$ cat src/rtl/valid4_loader.sv
// Collects up to four samples into a group and holds it for a downstream register,
// which loads the group on the next periodic Tick.
module valid4_loader #(
  parameter int unsigned NrOfBits   = 8,
  parameter int unsigned TickDivide = 4
) (
  input  logic                  Clock,
  input  logic                  Reset,
  input  logic [NrOfBits-1:0]   in_data,
  input  logic                  in_valid,
  output logic                  in_ready,
  input  logic                  flush,
  output logic                  Tick,
  output logic                  ClockEnable,
  output logic [4*NrOfBits-1:0] D_word,
  output logic [3:0]            D_valid
);

  typedef enum logic [0:0] {StFill, StHold} state_e;

  localparam logic [7:0] TickMax = 8'(TickDivide - 1);

  logic [7:0]            tick_cnt_q, tick_cnt_d;
  state_e                state_q, state_d;
  logic [2:0]            fill_q, fill_d;
  logic [4*NrOfBits-1:0] word_q, word_d;
  logic [3:0]            valid_q, valid_d;
  logic                  tick_raw;
  logic                  accept;

  assign tick_raw   = (tick_cnt_q == TickMax);
  assign tick_cnt_d = tick_raw ? 8'd0 : tick_cnt_q + 8'd1;

  // Handshake and tick outputs are all forced low while Reset is held.
  always_comb begin
    in_ready    = 1'b0;
    ClockEnable = 1'b0;
    Tick        = 1'b0;
    if (!Reset) begin
      in_ready    = (state_q == StFill);
      ClockEnable = (state_q == StHold);
      Tick        = tick_raw;
    end
  end

  assign accept  = in_valid & in_ready;
  assign D_word  = word_q;
  assign D_valid = valid_q;

  always_comb begin
    state_d = state_q;
    fill_d  = fill_q;
    word_d  = word_q;
    valid_d = valid_q;
    unique case (state_q)
      StFill: begin
        if (accept) begin
          for (int k = 0; k < 4; k++) begin
            if (fill_q == 3'(k)) begin
              word_d[k*NrOfBits +: NrOfBits] = in_data;
              valid_d[k]                     = 1'b1;
            end
          end
          fill_d = fill_q + 3'd1;
        end
        // A flush coinciding with an accept still stores the sample first.
        if ((accept && fill_q == 3'd3) || (flush && (accept || fill_q != 3'd0))) begin
          state_d = StHold;
        end
      end
      StHold: begin
        if (Tick) begin
          word_d  = '0;
          valid_d = '0;
          fill_d  = '0;
          state_d = StFill;
        end
      end
      default: state_d = StFill;
    endcase
  end

  always_ff @(posedge Clock) begin
    if (Reset) begin
      tick_cnt_q <= '0;
      state_q    <= StFill;
      fill_q     <= '0;
      word_q     <= '0;
      valid_q    <= '0;
    end else begin
      tick_cnt_q <= tick_cnt_d;
      state_q    <= state_d;
      fill_q     <= fill_d;
      word_q     <= word_d;
      valid_q    <= valid_d;
    end
  end

endmodule

$ cat config.mk
export PLATFORM = sky130hd
export DESIGN_NAME = valid4_loader
export DESIGN_NICKNAME = d
export VERILOG_FILES = /design/src/rtl/valid4_loader.sv
export SDC_FILE = /design/constraint.sdc
export NUM_CORES = 1
export LEC_CHECK = 0
export ABC_AREA = 1
export CORE_AREA = 3 3 73 75
export CTS_CLUSTER_DIAMETER = 200
export DETAILED_ROUTE_END_ITERATION = 8
export DIE_AREA = 0 0 76 78
export HOLD_SLACK_MARGIN = 0.1
export PLACE_DENSITY = 0.72
export SETUP_SLACK_MARGIN = 0.05
export SLEW_MARGIN = 20
export SYNTH_ARGS = -nofsm -noshare
export SYNTH_HDL_FRONTEND = slang
export SYNTH_SLANG_ARGS = --single-unit
$ cat constraint.sdc
create_clock -name Clock -period 3.35 [get_ports Clock]
set_clock_uncertainty 0.2 [all_clocks]
set_input_delay 0.67 -clock Clock [delete_from_list [all_inputs] [get_ports Clock]]
set_output_delay 0.67 -clock Clock [all_outputs]
set_load 0.01 [all_outputs]
### After elaboration in Yosys (flattened, before gate mapping)

Cells that the tools add are included.

| operators by class | value |
|---|---|
| bitwise logic cells | 2 |
| multiply operators | 0 |
| magnitude comparators | 0 |
| shift-type cells | 0 |
| $add $sub $neg | 2 |
| equality and inequality tests | 10 |
| muxes and demuxes | 23 |
| div/mod/pow operators | 0 |
| reduce and logical (&&, ||, !) cells | 12 |

Operator list:

| operator | number |
|---|---|
| two-way mux 32 bit | 2 |
| case mux 32 bit (2 select lines) | 1 |
| two-way mux 8 bit | 4 |
| AND reduction 3 bit | 4 |
| two-way mux 1 bit | 9 |
| adder 8 x 1 -> 8 bit (second input constant) | 1 |
| == test 8 x 2 -> 1 bit (second input constant) | 1 |
| two-way mux 4 bit | 2 |
| != test 2 x 1 -> 1 bit (second input constant) | 4 |
| case mux 4 bit (2 select lines) | 1 |
| == test 3 x 2 -> 1 bit (second input constant) | 2 |
| two-way mux 3 bit | 2 |
| case mux 3 bit (2 select lines) | 1 |
| != test 2 bit (second input constant) | 2 |
| adder 3 x 1 -> 3 bit (second input constant) | 1 |
| == test 3 x 1 -> 1 bit (second input constant) | 1 |
| zero test 3 bit | 1 |
| nonzero test 3 bit | 1 |
| logical AND 1 bit | 2 |
| logical OR 1 bit | 2 |
| case mux 1 bit (2 select lines) | 1 |
| AND reduction 2 bit | 1 |
| OR reduction 2 bit | 1 |
| bitwise AND 1 bit | 1 |
| NOT 1 bit | 1 |

| word-level totals | value |
|---|---|
| ROM bits | 0 |
| bits in latches | 0 |
| output and inout bits | 39 |
| RAM bits | 0 |
| logic and storage cells | 60 |
| register bits after elaboration | 48 |
| memories kept | 0 |

### Depth between registers and ports, before layout

| logic depth | value |
|---|---|
| word-level depth | 8 |
| gate-level depth with buffers | 9 |

### Worst setup path after synthesis

OpenSTA, ideal clock, no wires.

| timing | value |
|---|---|
| kind | in2out |
| from | input port Reset |
| to | output port Tick |
| arrival time | 1.001 ns |
| required time | 2.480 ns |
| stages | 2 |
| slack | 1.479 ns |
| cell sequence | buf_2 nor2_1 |

| on the way | value |
|---|---|
| cells in the longest elaborated chain, start to end | 1 |

Ends and longest elaborated chain:

| item | RTL line | RTL |
|---|---|---|
| start, declared | 8 | `input logic Reset,` |
| two-way mux 1 bit | 39 | `if (!Reset) begin` |
| end, declared | 13 | `output logic Tick,` |

Every way passes these cells.

### Final worst setup path

| timing | value |
|---|---|
| from | input port Reset |
| to | output port ClockEnable |

| on the way | value |
|---|---|
| cells in the longest elaborated chain, start to end | 1 |

Ends and longest elaborated chain:

| item | RTL line | RTL |
|---|---|---|
| two-way mux 1 bit | 39 |  |
| end, declared | 14 | `output logic ClockEnable,` |

Every way passes these cells.

==> results_dict.tcl <==
set metrics [dict create \
    status "completed" \
    insertion_delay_ps 290 \
    dieWidth_um 76 \
    rsz0062_at_grt "no" \
    core_um2 4720 \
    r2r_slack_ps 1280 \
    ctsHoldBuffers 0 \
    clkSinkCount 48 \
    cts_resized 0 \
    path_cells "clkdlybuf4s50_1 > nor2_2 > clkdlybuf4s50_1" \
    finalSetupViolCount 0 \
    hp-class "reg2reg" \
    cp-start-kind "input port" \
    worst_setup_path_end_kind "output pin" \
    ys_seq_area_share_pct 45.3 \
    fin_crit_sh_pct 83.1 \
    cts_made_buffers 5 \
    netlist_area_um2 2120 \
    worstPathRequired_ps 2480 \
    antenna_found_initial 0 \
    grt_remaining_overflow 0 \
    drc 0 \
    final_cell_area_um2 2760 \
    finalMaxSlewViolations 0 \
    die_y_um 78 \
    yosys_warnings 0 \
    syn_to_final_growth_pct 30.3 \
    fin_nets 348 \
    portBuffers 50 \
    diodes 0 \
    htreeDepth 2 \
    synthCells 282 \
    syn_nets 300 \
    whs_endpoint "D_valid[2]" \
    cap_violations 0 \
    grt_pass1_vias 1745 \
    cts-root-buf "clkbuf_8" \
    r2r_cells 8 \
    post_cts_buffers 0 \
    powerDensity_nw_per_um2 468 \
    cp_common_cell "clkdlybuf4s50_1" \
    wirelength_um 4710 \
    timing.setup.tns_ps 0 \
    fin_crit_ps 2780 \
    vias 1861 \
    clockBufferDepth 2 \
    track_usage_pct 16.8 \
    viasPerCell 4.68 \
    cpPeakStageDelay_ps 550 \
    drive_gt1_share_pct 6.34 \
    hold_violations 0 \
    crit_type "in2out" \
    start_util_pct 44.9 \
    grt_pass1_wl_um 8130 \
    syn_avg_cell_area_um2 7.52 \
    slew_headroom_pct 64.4 \
    ys_ff_latch 48 \
    place.gp.congestion 0.811 \
    cp_max_fo 4 \
    holdPathStages 2 \
    grt_max_degree 31 \
    cts_tree "yes" \
    post_dp_cell_area_um2 2650 \
    r2r-start "state_q" \
    drt-wirelength-per-cell_um 11.8 \
    synth.distinct_cells 26 \
    min-delay-start "D_valid[2]" \
    p_leak_nw 1.21 \
    drtAntennaViolNets 0 \
    io_pins 51 \
    arrival_ps 1910 \
    irDropWorstVdd_v 0.000294 \
    drt-initial-drc-count 123 \
    rows 25 \
    dp_hpwl_um 3440 \
    path_clk_slew_ps 80 \
    r2r-end "D_word[7]" \
    first_pass_iters 4 \
    max_freq_ghz 0.359 \
    dieArea_um2 5930 \
    worst_pin_slew_ps 532 \
    slowest_stage "clkdlybuf4s50_1" \
]
==> metrics by stage <==
| step | hold slack [ps] | total power, mW | utilization (%) | worst slack (ps) | instances |
|---|---|---|---|---|---|
| 5_1_grt | 267 | 1.36 | 58.5 | 492 | 398 |
| 4_1_cts | 251 | 1.31 | 58.5 | 552 | 398 |
| 2_1_floorplan | 218 | 0.800 | - | 1480 | 282 |
| 6_report | 249 | 1.29 | 58.5 | 566 | 398 |
| 3_3_place_gp | 229 | 0.895 | 56.2 | 588 | 390 |
| 3_5_place_dp | 233 | 0.899 | 56.2 | 556 | 390 |
==> state kept, by name (all words and copies together), names as in the netlist <==
signal      flops
D_word         32
tick_cnt_q      8
D_valid         4
fill_q          3
state_q         1
==> cells by family (layout without fill, tap and decap cells) <==
| family | count (synthesis) | after routing | share of synthesized area, % |
|---|---|---|---|
| adders and majority gates | 6 | 6 | 3.54 |
| buffers and inverters | 35 | 84 | 7.50 |
| xor gates and xnor gates | 2 | 2 | 0.827 |
| and+or+nand+nor | 157 | 157 | 34.0 |
| AOI/OAI and AO/OA | 34 | 34 | 8.80 |
| DFF | 48 | 48 | 45.3 |
==> critical path, delay by kind of cell <==
family	cells	cell delay (ps)
and+or+nand+nor	1	180
buffers and inverters	2	1060
==> final cells by class <==
| class | instances | area, µm² |
|---|---|---|
| fill | 441 | 1960 |
| tap | 67 | 83.8 |
| timing repair buffer | 53 | 523 |
| inverter | 23 | 86.3 |
| multi-input combinational | 199 | 1000 |
| clock buffer | 6 | 72.6 |
| sequential | 48 | 961 |
| clock inverter | 2 | 35.0 |
==> power by group <==
group / switching, mW / internal, mW / total [mW]
Sequential: 0.0288 / 0.607 / 0.636
Combinational: 0.133 / 0.116 / 0.248
Clock: 0.186 / 0.222 / 0.408
Total: 0.347 / 0.944 / 1.29
==> metal layers <==
metal,GRT usage [%],part of all wire (%)
met1,22.6,49
met2,26.3,46
met3,3.83,4.8
met4,6.34,0.93
met5,0,0
==> cell usage after synthesis, drive strengths merged <==
master   n  area share [%]
nor2    53              10
o21ai    4            0.94
nand4    4             1.2
nand3   10             2.6
a21boi   4             1.4
a21oi   21             5.0
nand2   75              15
ha       6             3.5
buf     10             3.1
dfxtp   48              45
clkbuf   2            0.35
a31oi    2            0.59
o22ai    3            0.89
xor2     2            0.83
nor3b    1            0.35
nand3b  14             5.0
inv     23             4.1
==> cell usage in the layout, fill, tap and decap left out, types with 2 or more instances in the layout <==
master	instances
nand2_4	3
nand4_1	4
o22ai_1	3
ha_1	6
a31oi_1	2
a21oi_1	21
nand2_2	3
buf_4	3
inv_1	22
clkbuf_8	5
a21boi_0	4
dfxtp_1	48
xor2_1	2
nand3_1	9
clkdlybuf4s50_1	50
nor2_1	50
nor2_4	2
o21ai_0	3
nand3b_1	14
nand2_1	69
==> how the worst max path moves through the flow <==
stage                              from          end  slack, ps  cells past startpoint
after floorplan                   Reset         Tick       1480                      2
after global placement            Reset  ClockEnable        590                      3
after detailed placement          Reset  ClockEnable        560                      3
after CTS                         Reset  ClockEnable        550                      3
after global routing      tick_cnt_q[0]         Tick        490                      6
final                             Reset  ClockEnable        570                      3
Note: power is estimated with default switching activity, not from simulation.
